[src/rtl/paddle_button_conditioner.sv]
// Synchronizes and debounces one player's active-low up/down buttons, applies the both-pressed lockout,
// and emits frame_tick and press pulses. Define BTN_FRAME_LATCH_EN to update up/down only on frame_tick clocks.
module paddle_button_conditioner #(
    parameter int DEBOUNCE_CYCLES = 500000,
    parameter int CNT_W           = 19
) (
    input  logic clk,
    input  logic rst,
    input  logic vsync,
    input  logic up_raw,
    input  logic down_raw,
    output logic up,
    output logic down,
    output logic frame_tick,
    output logic up_press,
    output logic down_press
);

    typedef enum logic [1:0] {
        REL    = 2'd0,
        PEND_P = 2'd1,
        PRS    = 2'd2,
        PEND_R = 2'd3
    } db_state_e;

    localparam int               NBTN     = 2;
    localparam logic [CNT_W-1:0] CNT_LAST = CNT_W'(DEBOUNCE_CYCLES - 1);

    // Index 0 is the up button, index 1 is the down button.
    logic [NBTN-1:0] raw;
    logic [NBTN-1:0] sync1_q;
    logic [NBTN-1:0] sync2_q;
    logic [NBTN-1:0] db;
    logic [NBTN-1:0] press_q;
    logic [NBTN-1:0] press_d;

    db_state_e        state_q [NBTN];
    db_state_e        state_d [NBTN];
    logic [CNT_W-1:0] cnt_q   [NBTN];
    logic [CNT_W-1:0] cnt_d   [NBTN];

    logic vsync_q;
    logic armed_q;
    logic tick_q;
    logic tick_d;
    logic up_q;
    logic up_d;
    logic down_q;
    logic down_d;
    logic lock_up;
    logic lock_down;

    assign raw = {down_raw, up_raw};

    always_ff @(posedge clk) begin
        if (rst) begin
            sync1_q <= '1;
            sync2_q <= '1;
        end else begin
            sync1_q <= raw;
            sync2_q <= sync1_q;
        end
    end

    always_ff @(posedge clk) begin
        if (rst) begin
            for (int i = 0; i < NBTN; i++) begin
                state_q[i] <= REL;
                cnt_q[i]   <= '0;
            end
            press_q <= '0;
        end else begin
            for (int i = 0; i < NBTN; i++) begin
                state_q[i] <= state_d[i];
                cnt_q[i]   <= cnt_d[i];
            end
            press_q <= press_d;
        end
    end

    // The counter only advances below CNT_LAST, so it can never wrap while pending.
    always_comb begin
        press_d = '0;
        db      = '1;
        for (int i = 0; i < NBTN; i++) begin
            state_d[i] = state_q[i];
            cnt_d[i]   = cnt_q[i];
            case (state_q[i])
                REL: begin
                    if (!sync2_q[i]) begin
                        state_d[i] = PEND_P;
                        cnt_d[i]   = '0;
                    end
                end
                PEND_P: begin
                    if (sync2_q[i]) begin
                        state_d[i] = REL;
                        cnt_d[i]   = '0;
                    end else if (cnt_q[i] == CNT_LAST) begin
                        state_d[i] = PRS;
                        press_d[i] = 1'b1;
                    end else begin
                        cnt_d[i] = cnt_q[i] + 1'b1;
                    end
                end
                PRS: begin
                    if (sync2_q[i]) begin
                        state_d[i] = PEND_R;
                        cnt_d[i]   = '0;
                    end
                end
                PEND_R: begin
                    if (!sync2_q[i]) begin
                        state_d[i] = PRS;
                    end else if (cnt_q[i] == CNT_LAST) begin
                        state_d[i] = REL;
                    end else begin
                        cnt_d[i] = cnt_q[i] + 1'b1;
                    end
                end
                default: begin
                    state_d[i] = REL;
                    cnt_d[i]   = '0;
                end
            endcase
            db[i] = !((state_q[i] == PRS) || (state_q[i] == PEND_R));
        end
    end

    // Both held means no motion; each output is forced released.
    always_comb begin
        lock_up   = db[0];
        lock_down = db[1];
        if (!db[0] && !db[1]) begin
            lock_up   = 1'b1;
            lock_down = 1'b1;
        end
    end

    // armed_q suppresses the spurious edge that vsync_q=1 would produce on reset release.
    always_comb begin
        tick_d = armed_q & vsync_q & ~vsync;
`ifdef BTN_FRAME_LATCH_EN
        up_d   = tick_d ? lock_up   : up_q;
        down_d = tick_d ? lock_down : down_q;
`else
        up_d   = lock_up;
        down_d = lock_down;
`endif
    end

    always_ff @(posedge clk) begin
        if (rst) begin
            vsync_q <= 1'b1;
            armed_q <= 1'b0;
            tick_q  <= 1'b0;
            up_q    <= 1'b1;
            down_q  <= 1'b1;
        end else begin
            vsync_q <= vsync;
            armed_q <= 1'b1;
            tick_q  <= tick_d;
            up_q    <= up_d;
            down_q  <= down_d;
        end
    end

    assign up         = up_q;
    assign down       = down_q;
    assign frame_tick = tick_q;
    assign up_press   = press_q[0];
    assign down_press = press_q[1];

endmodule

[config.mk]
export PLATFORM = sky130hd
export DESIGN_NAME = paddle_button_conditioner
export DESIGN_NICKNAME = d
export VERILOG_FILES = /design/src/rtl/paddle_button_conditioner.sv
export SDC_FILE = /design/constraint.sdc
export NUM_CORES = 1
export LEC_CHECK = 0
export ABC_AREA = 0
export BUFFER_PORTS_ARGS = -buffer_cell sky130_fd_sc_hd__buf_4
export CORE_MARGIN = 2
export CORE_UTILIZATION = 60
export DETAILED_ROUTE_END_ITERATION = 7
export PLACE_DENSITY = 0.78
export SYNTH_ARGS = -nofsm -noshare
export SYNTH_HDL_FRONTEND = slang
export SYNTH_SLANG_ARGS = --single-unit
[constraint.sdc]
create_clock -name clk -period 2.3 [get_ports clk]
set_input_delay 0.345 -clock clk [delete_from_list [all_inputs] [get_ports clk]]
set_output_delay 0.345 -clock clk [all_outputs]
set_load 0.005 [all_outputs]
# After elaboration in Yosys (flattened, before gate mapping)
# Memories as Yosys holds them, arrays and structs flattened.
# Index checks and enable logic that the tools add are counted.
dict set report totals {
  ff_bits 11
  latchBits 0
  ramBits 42
  romBits 0
  input_bits 5
  out_inout_bits 5
  word_cells 75
  n_memories 2
}
dict set report op_classes {
  addsub 2
  multipliers 0
  n_div 0
  order_cmp 0
  eq_ne 8
  shift 0
  n_mux 35
  n_bitwise 9
  reduce_logical 10
}
# memory depth word_bits rd rd_clocked_by_memory_dff wr line
set memory_table {}
lappend memory_table {cnt_q 2 19 2 0 2 39} ;# logic [CNT_W-1:0] cnt_q [NBTN];
lappend memory_table {state_q 2 2 2 0 2 37} ;# db_state_e state_q [NBTN];
# cell count
set ops {}
lappend ops {{2-to-1 mux 19 bit} 12}
lappend ops {{one-hot mux 19 bit (4 select lines)} 2}
lappend ops {{adder 19 x 1 -> 19 bit, second input constant} 2}
lappend ops {{== test 19 bit, second input constant} 2}
lappend ops {{2-to-1 mux 2 bit} 14}
lappend ops {{one-hot mux 2 bit (4 select lines)} 2}
lappend ops {{== test 2 bit, second input constant} 4}
lappend ops {{OR reduction 3 bit} 2}
lappend ops {{2-to-1 mux 1 bit} 5}
lappend ops {{== test 2 x 1 -> 1 bit, second input constant} 2}
lappend ops {{logical NOT 2 bit} 2}
lappend ops {{bitwise OR 1 bit} 4}
lappend ops {{inverter 1 bit} 3}
lappend ops {{AND 1 bit} 2}
lappend ops {{logical NOT 1 bit} 2}
lappend ops {{logical OR 1 bit} 2}
lappend ops {{OR reduction 2 bit} 1}
lappend ops {{logical AND 1 bit} 1}

# Longest topological paths before layout
# Gate-level depths: netlist of run 1.
dict set report logic_depth {
  word_depth 5
  ltp_mapped 7
  mapped_depth_nobuf 6
}

# Worst setup path after synthesis of run 1
# No wires, ideal clock.
dict set report synth_timing {
  path_kind {register to register}
  startpoint {mem cnt_q[1][6], in the netlist cnt_q[0][25]}
  endpoint {reg with a tool-made name}
  setup_time_ns 0.088
  arrival_ns 1.752
  t_required_ns 2.212
  path_slack_ns 0.460
  path_stages_with_launch 6
  n_path_buf 0
  period_less_slack_ns 1.840
  cell_sequence {dfxtp_1 > or4_1 > or4_4 > nor2_8 > a21oi_1 > a311oi_2}
}
# item line
set synth_rtl {}
lappend synth_rtl {{start: declaration} 39}

==> results of run 1 <==
## cells by family after synthesis
family                   after synthesis
AND/OR/NAND/NOR                      146
AO/OA/AOI/OAI                         86
flip-flops                            53
buffers and inverters                 15
XOR/XNOR                               9
adder cells (fa/ha/maj)                2
multiplexers                           1
## routing by layer
metal / GRT usage / wire length, um / vias up
met3: 0.05814 / 325 / 7
met2: 0.3590 / 2419 / 65
met5: 0 / 0 / -
met1: 0.3907 / 3004 / 1092
met4: 0.04701 / 54 / 0
li1: - / - / 1204
## report_power, final
group / total (W) / internal (W) / switching (W)
registers: 0.000932 / 0.000925 / 0.00000707
clock network: 0.000517 / 0.000239 / 0.000278
logic: 0.0000634 / 0.0000213 / 0.0000421
total: 0.00151 / 0.00119 / 0.000327
## area by class of cell
class | instances | share of cell area
well taps | 50 | 0.02245
repair buffers | 13 | 0.03502
multi-input cells | 244 | 0.5267
inverters | 3 | 0.004041
flip-flops and latches | 53 | 0.3808
clock buffers | 7 | 0.03098
## placed cells by master, fill, tap and decap left out, drive strengths merged, types with 5 or more instances in the layout
cell,count
a311oi,5
nor2,25
o31ai,6
nor4,5
or4,5
and3,8
o211ai,5
o21ai,37
nand4,15
a21oi,15
dfxtp,53
or2,7
nand2,26
buf,13
a31oi,10
xor2,6
nor3,5
clkbuf,7
nand3,21
## stage by stage
| step | utilization | cells | total power, W |
|---|---|---|---|
| floorplan | - | 312 | 0.0009946 |
| global placement | 0.6607 | 363 | 0.001015 |
| detailed placement | 0.6607 | 363 | 0.001017 |
| CTS | 0.6819 | 370 | 0.001524 |
| global route | 0.6819 | 370 | 0.001572 |
| finish | 0.6819 | 370 | 0.001512 |
## sequential cells by signal, indices dropped and copies added, names as in the netlist, named ones only
register / flops
up: 1
armed_q: 1
state_q: 2
vsync_q: 1
down: 1
sync1_q: 2
cnt_q: 38
frame_tick: 1
sync2_q: 2
press_q: 2
## final timing paths
| check | to | slack (ns) | start |
|---|---|---|---|
| worst min register to register | sync2_q[0] | 0.42 | sync1_q[0] |
| worst max-delay path | cnt_q[0][21] | 0.25 | cnt_q[0][24] |
| worst max register to register | cnt_q[0][21] | 0.25 | cnt_q[0][24] |
| worst min-delay path | sync1_q[0] | 0.22 | up_raw |
## worst register-to-register path: cells and delay by family (launching register included)
kind            cells  cell delay (ns)
compound gates      1             0.29
flops               1             0.40
simple gates        4             1.27
==> flow_summary.toml, run 1 <==
[status]
outcome = "complete, no violations"

[yosys]
yosys_warnings = 0
synth-xor-area-share = 0.03048
synth_fa_ha_area_frac = 0.009676
synth_edf_count = 0
yosysMostFrequentCell = "dfxtp_1"
synth_top_family_by_area = "simple AND/OR/NAND/NOR gates"
synth-compound-area-share = 0.2037
yosys.area.top_type = "dfxtp_1"
syn_avg_cell_area_um2 = 8.289
async_flop_share = 0
synth-simple-area-share = 0.3198
netlist_area_um2 = 2586
synth_nets = 319
synthCells = 312
synth_top_area_frac = 0.4103
synthMuxAreaShare = 0.003870
yosysSeqAreaShare = 0.4103
synth_area_leaders = "dfxtp_1 41%, o21ai_0 6.8%, nand3_1 4.1%, nand2_1 3.8%, nand4_1 3.6%"
synth_commonest_cells = "53 x dfxtp_1, 35 x o21ai_0, 26 x nand2_1"
synth_seq_cells = 53
yosysUniqueCellTypes = 46
synth_flop_cell = "dfxtp_1"

[timing]
finalSetupViolCount = 0
fin_crit_ns = 2.046
fmax_ghz = 0.4887
tns_ns = 0
finalHoldViolations = 0
relSlewSlack = 0.5906
rsz0062_at_grt = "false"
worstMarginPinSlew_ns = 0.6076
skew_ns = 0.009621
slew_violations = 0
hold_ws_ns = 0.2239
period_share = 0.8898
fin_ws_ns = 0.2536

[cts]
postCtsSetupBuffers = 0
ctsRootBufferMaster = "clkbuf_8"
numCtsBuffers = 5
ctsHoldBuffers = 0
cts_resized = 0
cts_max_level = 2
cts_tree = "done"
cts_sinks = 53
clock_latency_ns = 0.30
cts.reportedPaths.clkPinSlew_ns = 0.08
cts_max_path_buffers = 2

[worst_setup_path]
cpLargestDelayFamily = "simple AND/OR/NAND/NOR gates"
worst_setup_path_start_kind = "register"
slowest_stage = "or4_1"
cp.arrival_ns = 2.25
crit_cells = 5
slowest_delay_ns = 0.56
worstSetupPathType = "register to register"
endpoint_kind = "register"
cp.buffers_inverters = 0
cp_data_required_time_ns = 2.50
crit_chain = "or4_1, or4_4, nor2_8, nor2_1, a311oi_1"
reg2reg_depth = 5
worstPathMaxFanout = 11

[worst_hold_path]
hold_path_class = "primary input to register"
min_path_cells = 2

[routing]
drc = 0
num_vias = 2368
avgRoutedWirePerCell_um = 15.68
drt_iter0_drc = 261
ant_nets = 0
totalWireLength_mm = 5.803
via_per_inst = 6.400
dr.pass1.iters = 4

[placement]
gp_congestion = 0.9457
dp_hpwl_mm = 4.157
place_area_um2 = 2700
pre_cts_ws_ns = 0.2555
io_buffer_count = 9

[global_routing]
grt_antenna_before_repair = 0
grt_pass1_vias = 2089
grt_util_all_layers = 0.2521
grt.overflow.total = 0
grt_max_degree = 29
grt_pass1_wl_mm = 10.02

[run]
cap_violations = 0

[floorplan]
die_w_um = 69.66
core-area_um2 = 4086
die_h_um = 69.66
rows = 23
io_pins = 10
start_util = 0.6329
die_area_um2 = 4852

[finish]
multi_input_area_um2 = 1468
layout-drive-gt1-share = 0.1000
final_nets = 327
fin_area_um2 = 2786
num-fill-cells = 361
antennaDiodeCount = 0
seqCellArea_um2 = 1061
area_delta_synth_final_pct = 7.741

[pwr]
ir_drop_v = 0.0004263
leakagePower_nw = 0.9355
power_density_nw_per_um2 = 542.8
No activity file was read; power rests on OpenSTA's default activity.
==> run 2, diff against run 1 <==
--- a/config.mk
+++ b/config.mk
@@ -9,8 +9,10 @@
 export BUFFER_PORTS_ARGS = -buffer_cell sky130_fd_sc_hd__buf_4
 export CORE_MARGIN = 2
 export CORE_UTILIZATION = 60
+export CTS_BUF_LIST = sky130_fd_sc_hd__clkbuf_8
 export DETAILED_ROUTE_END_ITERATION = 7
 export PLACE_DENSITY = 0.78
+export RECOVER_POWER = 100
 export SYNTH_ARGS = -nofsm -noshare
 export SYNTH_HDL_FRONTEND = slang
 export SYNTH_SLANG_ARGS = --single-unit
==> run 2 against run 1 <==
Register-to-register slack worse by 0.03 ns. Routed wire length shrank 0.33%. Critical path depth stayed put. Global-route usage stayed put.
==> flow_summary.toml, run 2 (synthesis gave the netlist of run 1 again) <==
[worst_setup_path]
slowest_stage = "or4_1"
timing.rr.end = "cnt_q[0][19]"
reg2reg_depth = 5
cp.buffers_inverters = 0
worstSetupPathType = "register to register"
rr_startpoint = "cnt_q[0][24]"
slowest_delay_ns = 0.56
endpoint_kind = "register"
rrSetupSlack_ns = 0.23
worstPathMaxFanout = 11
cp.arrival_ns = 2.27
crit_chain = "or4_1, or4_4, o21ai_1, xor2_1, nor2_1"
worst_setup_path_start_kind = "register"
cpLargestDelayFamily = "simple AND/OR/NAND/NOR gates"
cp_data_required_time_ns = 2.50

[floorplan]
die_h_um = 69.66
start_util = 0.6329
die_area_um2 = 4852
rows = 23
io_pins = 10
die_w_um = 69.66
core-area_um2 = 4086

[worst_hold_path]
min_path_cells = 2
hold_path_class = "primary input to register"
worstHoldStart = "up_raw"
hold-path-endpoint = "sync1_q[0]"

[global_routing]
grt.overflow.total = 0
grt_antenna_before_repair = 0
grt_max_degree = 29
grt_pass1_vias = 2089
grt_pass1_wl_mm = 10.02
grt_util_all_layers = 0.2521

[placement]
io_buffer_count = 9
gp_congestion = 0.9457
place_area_um2 = 2700
dp_hpwl_mm = 4.157

[pwr]
leakagePower_nw = 0.9284
power_density_nw_per_um2 = 543.6
power_w = 0.001509
ir_drop_v = 0.0004257

[timing]
rsz0062_at_grt = "false"
finalHoldViolations = 0
skew_ns = 0.007693
fin_crit_ns = 2.073
fmax_ghz = 0.4824
slew_violations = 0
worstMarginPinSlew_ns = 1.206
finalSetupViolCount = 0
relSlewSlack = 0.1963
period_share = 0.9013
tns_ns = 0

[routing]
num_vias = 2370
dr.pass1.iters = 5
via_per_inst = 6.405
avgRoutedWirePerCell_um = 15.63
drt_iter0_drc = 251
top_layer_used = "met4"
wl_met1_mm = 2.959
drc = 0
totalWireLength_mm = 5.784
ant_nets = 0
met2WireLength_mm = 2.443
wl_met3_um = 323

[finish]
mostFrequentLayoutCell = "dfxtp_1"
area_delta_synth_final_pct = 7.305
mostFrequentLayoutCells = "53 x dfxtp_1, 35 x o21ai_0, 26 x nand2_1, 24 x nor2_1, 21 x nand3_1"
fin_area_um2 = 2775
largest_reg_flops = 38
layout-drive-gt1-share = 0.09063
final_nets = 327
regMostFlops = "cnt_q"
antennaDiodeCount = 0
num-fill-cells = 367

[cts]
clock_latency_ns = 0.30
cts_max_path_buffers = 2
numCtsBuffers = 5
ctsHoldBuffers = 0
ctsRootBufferMaster = "clkbuf_8"
cts.reportedPaths.clkPinSlew_ns = 0.08
cts_resized = 0
cts_tree = "done"
cts_sinks = 53
postCtsSetupBuffers = 0
cts_max_level = 2

[run]
cap_violations = 0

[status]
outcome = "complete, no violations"
## run 2: cell types whose count changed in the layout (fill, tap and decap cells not counted), sizes merged
cell	before	now
buf	13	5
clkbuf	7	14
inv	3	4
## run 2: power breakdown
group	switching [W]	internal, W	leakage [nW]
Combinational	0.0000418	0.0000204	0.451
Clock	0.000280	0.000235	0.0485
Sequential	0.00000686	0.000925	0.429
## run 2: per-layer routing
layer  vias up  GRT usage
li1       1205          -
met1      1088     0.3907
met2        69     0.3590
met3         8    0.05814
met4         0    0.04701
met5         -          0
## run 2: area by class of cell
cell class                 instances  area (um^2)  area share
clock buffer                       6        82.58     0.02976
sequential                        53         1061      0.3823
multi-input combinational        244         1464      0.5275
tap                               50        62.56     0.02254
timing repair buffer              13        90.09     0.03246
clock inverter                     1        3.754    0.001353
inverter                           3        11.26    0.004058
## run 2: worst max path at each step
stage	start	end	slack (ns)	cells past startpoint
3_5_place_dp	cnt_q[0][24]	cnt_q[0][21]	0.26	5
2_1_floorplan	cnt_q[0][25]	register	0.46	5
3_3_place_gp	cnt_q[0][24]	register	0.35	5
4_1_cts	cnt_q[0][24]	cnt_q[0][21]	0.25	5
5_1_grt	cnt_q[0][24]	cnt_q[0][19]	0.09	5
6_report	cnt_q[0][24]	cnt_q[0][19]	0.23	5
## run 2: per-stage QoR
step                std cells  worst slack [ns]  utilization  hold WS (ns)
global placement          363            0.3530       0.6607        0.3953
floorplan                 312            0.4595            -        0.3895
global route              370           0.09358       0.6791        0.2122
CTS                       370            0.2463       0.6819        0.2200
finish                    370            0.2270       0.6791        0.2230
detailed placement        363            0.2555       0.6607        0.4037
## run 2: worst register-to-register path, cell delays in order (launching register included)
cell,delay [ns]
dfxtp_1,0.40
or4_1,0.56
or4_4,0.49
o21ai_1,0.29
xor2_1,0.18
nor2_1,0.05
==> run 3, diff against run 2 <==
--- a/config.mk
+++ b/config.mk
@@ -7,9 +7,11 @@
 export LEC_CHECK = 0
 export ABC_AREA = 0
 export BUFFER_PORTS_ARGS = -buffer_cell sky130_fd_sc_hd__buf_4
+export CORE_ASPECT_RATIO = 0.5
 export CORE_MARGIN = 2
 export CORE_UTILIZATION = 60
 export CTS_BUF_LIST = sky130_fd_sc_hd__clkbuf_8
+export CTS_CLUSTER_SIZE = 30
 export DETAILED_ROUTE_END_ITERATION = 7
 export PLACE_DENSITY = 0.78
 export RECOVER_POWER = 100
==> run 3 against run 2 <==
Routed wire length decreased by 1.3%. First-iteration DRC count fell by 41%. Total power is 0.24% higher. Critical path depth is the same. Fmax is 1.8% higher. Flip-flop and latch count unchanged. Highest routed layer unchanged. Combinational power down 2%. Global-route usage down 0.50 points. Sequential power is essentially flat. Non-clock buffer count down 1.
==> flow_summary.toml, run 3 (synthesis gave the netlist of run 1 again) <==
[status]
outcome = "complete, no violations"

[pwr]
leakagePower_nw = 0.9203
ir_drop_v = 0.0002693
sequentialPowerShare = 0.617
p_comb_frac = 0.040
switching_share = 0.2197
clkPwrFrac = 0.343
internal-power_w = 0.001180
power_switching_w = 0.0003322
power_density_nw_per_um2 = 545.4
power_w = 0.001512

[timing]
finalHoldViolations = 0
period_share = 0.8852
fin_crit_ns = 2.036
tns_ns = 0
skew_ns = 0.007385
relSlewSlack = 0.5470
rsz0062_at_grt = "false"
slew_violations = 0
worstMarginPinSlew_ns = 0.6795
fmax_ghz = 0.4912
finalSetupViolCount = 0

[worst_setup_path]
worstSetupPathType = "register to register"
cp.buffers_inverters = 0
reg2reg_depth = 5
crit_chain = "or4_1, or4_4, nor2_8, a21oi_1, a311oi_2"
slowest_stage = "or4_1"
endpoint_kind = "register"
cp_data_required_time_ns = 2.51
crit_cells = 5
worstPathMaxFanout = 11
cp.arrival_ns = 2.25
worst_setup_path_start_kind = "register"
slowest_delay_ns = 0.56
cpLargestDelayFamily = "simple AND/OR/NAND/NOR gates"

[global_routing]
grt_pass1_vias = 2187
grt_util_all_layers = 0.2471
grt_max_degree = 17
grt_pass1_wl_mm = 9.784
grt_antenna_before_repair = 0
grt.overflow.total = 0

[cts]
cts_tree = "done"
cts_max_level = 2
cts.reportedPaths.clkPinSlew_ns = 0.09
cts_sinks = 53
numCtsBuffers = 5
ctsHoldBuffers = 0
cts_resized = 0
cts_max_path_buffers = 2
ctsRootBufferMaster = "clkbuf_8"
clock_latency_ns = 0.30
postCtsSetupBuffers = 0

[finish]
area_delta_synth_final_pct = 7.209
antennaDiodeCount = 0
num-fill-cells = 347
regMostFlops = "cnt_q"
layout-drive-gt1-share = 0.08777
mostFrequentLayoutCells = "53 x dfxtp_1, 35 x o21ai_0, 26 x nand2_1, 24 x nor2_1, 21 x nand3_1"
final_nets = 326
mostFrequentLayoutCell = "dfxtp_1"
largest_reg_flops = 38

[routing]
avgRoutedWirePerCell_um = 15.31
drc = 0
num_vias = 2438
drt_iter0_drc = 148
totalWireLength_mm = 5.711
via_per_inst = 6.536
ant_nets = 0
dr.pass1.iters = 5

[run]
cap_violations = 0

[floorplan]
die_area_um2 = 4884
io_pins = 10
die_w_um = 96.85
start_util = 0.6427
rows = 16
die_h_um = 50.43
core-area_um2 = 4024

[worst_hold_path]
min_path_cells = 2
hold_path_class = "primary input to register"

[placement]
dp_hpwl_mm = 4.039
io_buffer_count = 9
gp_congestion = 0.9439
==> run 3: cell types whose count changed in the layout (fill, tap and decap cells not counted), sizes merged <==
cell | before | now
buf | 5 | 4
==> run 3: worst reg2reg max path: cells and delay by family (launching register included) <==
family / cells / cell delay (ns)
AND/OR/NAND/NOR: 3 / 1.22
AO/OA/AOI/OAI: 2 / 0.33
flip-flops: 1 / 0.41
==> run 3: final timing paths <==
check,endpoint,slack [ns],start
max,register,0.26,cnt_q[0][24]
max reg2reg,register,0.26,cnt_q[0][24]
min reg2reg,sync2_q[1],0.42,sync1_q[1]
min,sync1_q[1],0.22,down_raw
==> run 3: final cells by class <==
class	instances	area, um^2	share of cell area
clock buffers	6	82.58	0.02978
multi-input cells	244	1468	0.5293
clock inverters	1	3.754	0.001354
well taps	54	67.56	0.02437
flip-flops and latches	53	1061	0.3827
inverters	3	11.26	0.004061
repair buffers	12	78.83	0.02843
==> run 3: stage by stage <==
step | worst slack, ns | instance area [um^2] | utilization | std cells | hold slack [ns]
2_1_floorplan | 0.4595 | 2586 | - | 312 | 0.3895
3_3_place_gp | 0.3638 | 2698 | 0.6704 | 366 | 0.3912
3_5_place_dp | 0.2781 | 2698 | 0.6704 | 366 | 0.3987
4_1_cts | 0.2711 | 2784 | 0.6919 | 373 | 0.2151
5_1_grt | 0.1309 | 2773 | 0.6891 | 373 | 0.2147
6_report | 0.2640 | 2773 | 0.6891 | 373 | 0.2241
==> run 3: per-layer routing <==
| metal | vias up | wire [um] | track usage |
|---|---|---|---|
| met1 | 1138 | 2544 | 0.3220 |
| met3 | 6 | 461 | 0.07103 |
| met5 | - | 0 | 0 |
| met2 | 96 | 2668 | 0.4132 |
| li1 | 1198 | - | - |
| met4 | 0 | 37 | 0.05869 |
==> run 3: power by group through the flow <==
stage,Combinational [W],Clock [W],Sequential [W]
floorplan,0.0000431,0,0.000952
global placement,0.0000600,0,0.000953
detailed placement,0.0000622,0,0.000954
CTS,0.0000623,0.000540,0.000932
global route,0.0000685,0.000574,0.000934
finish,0.0000609,0.000519,0.000932
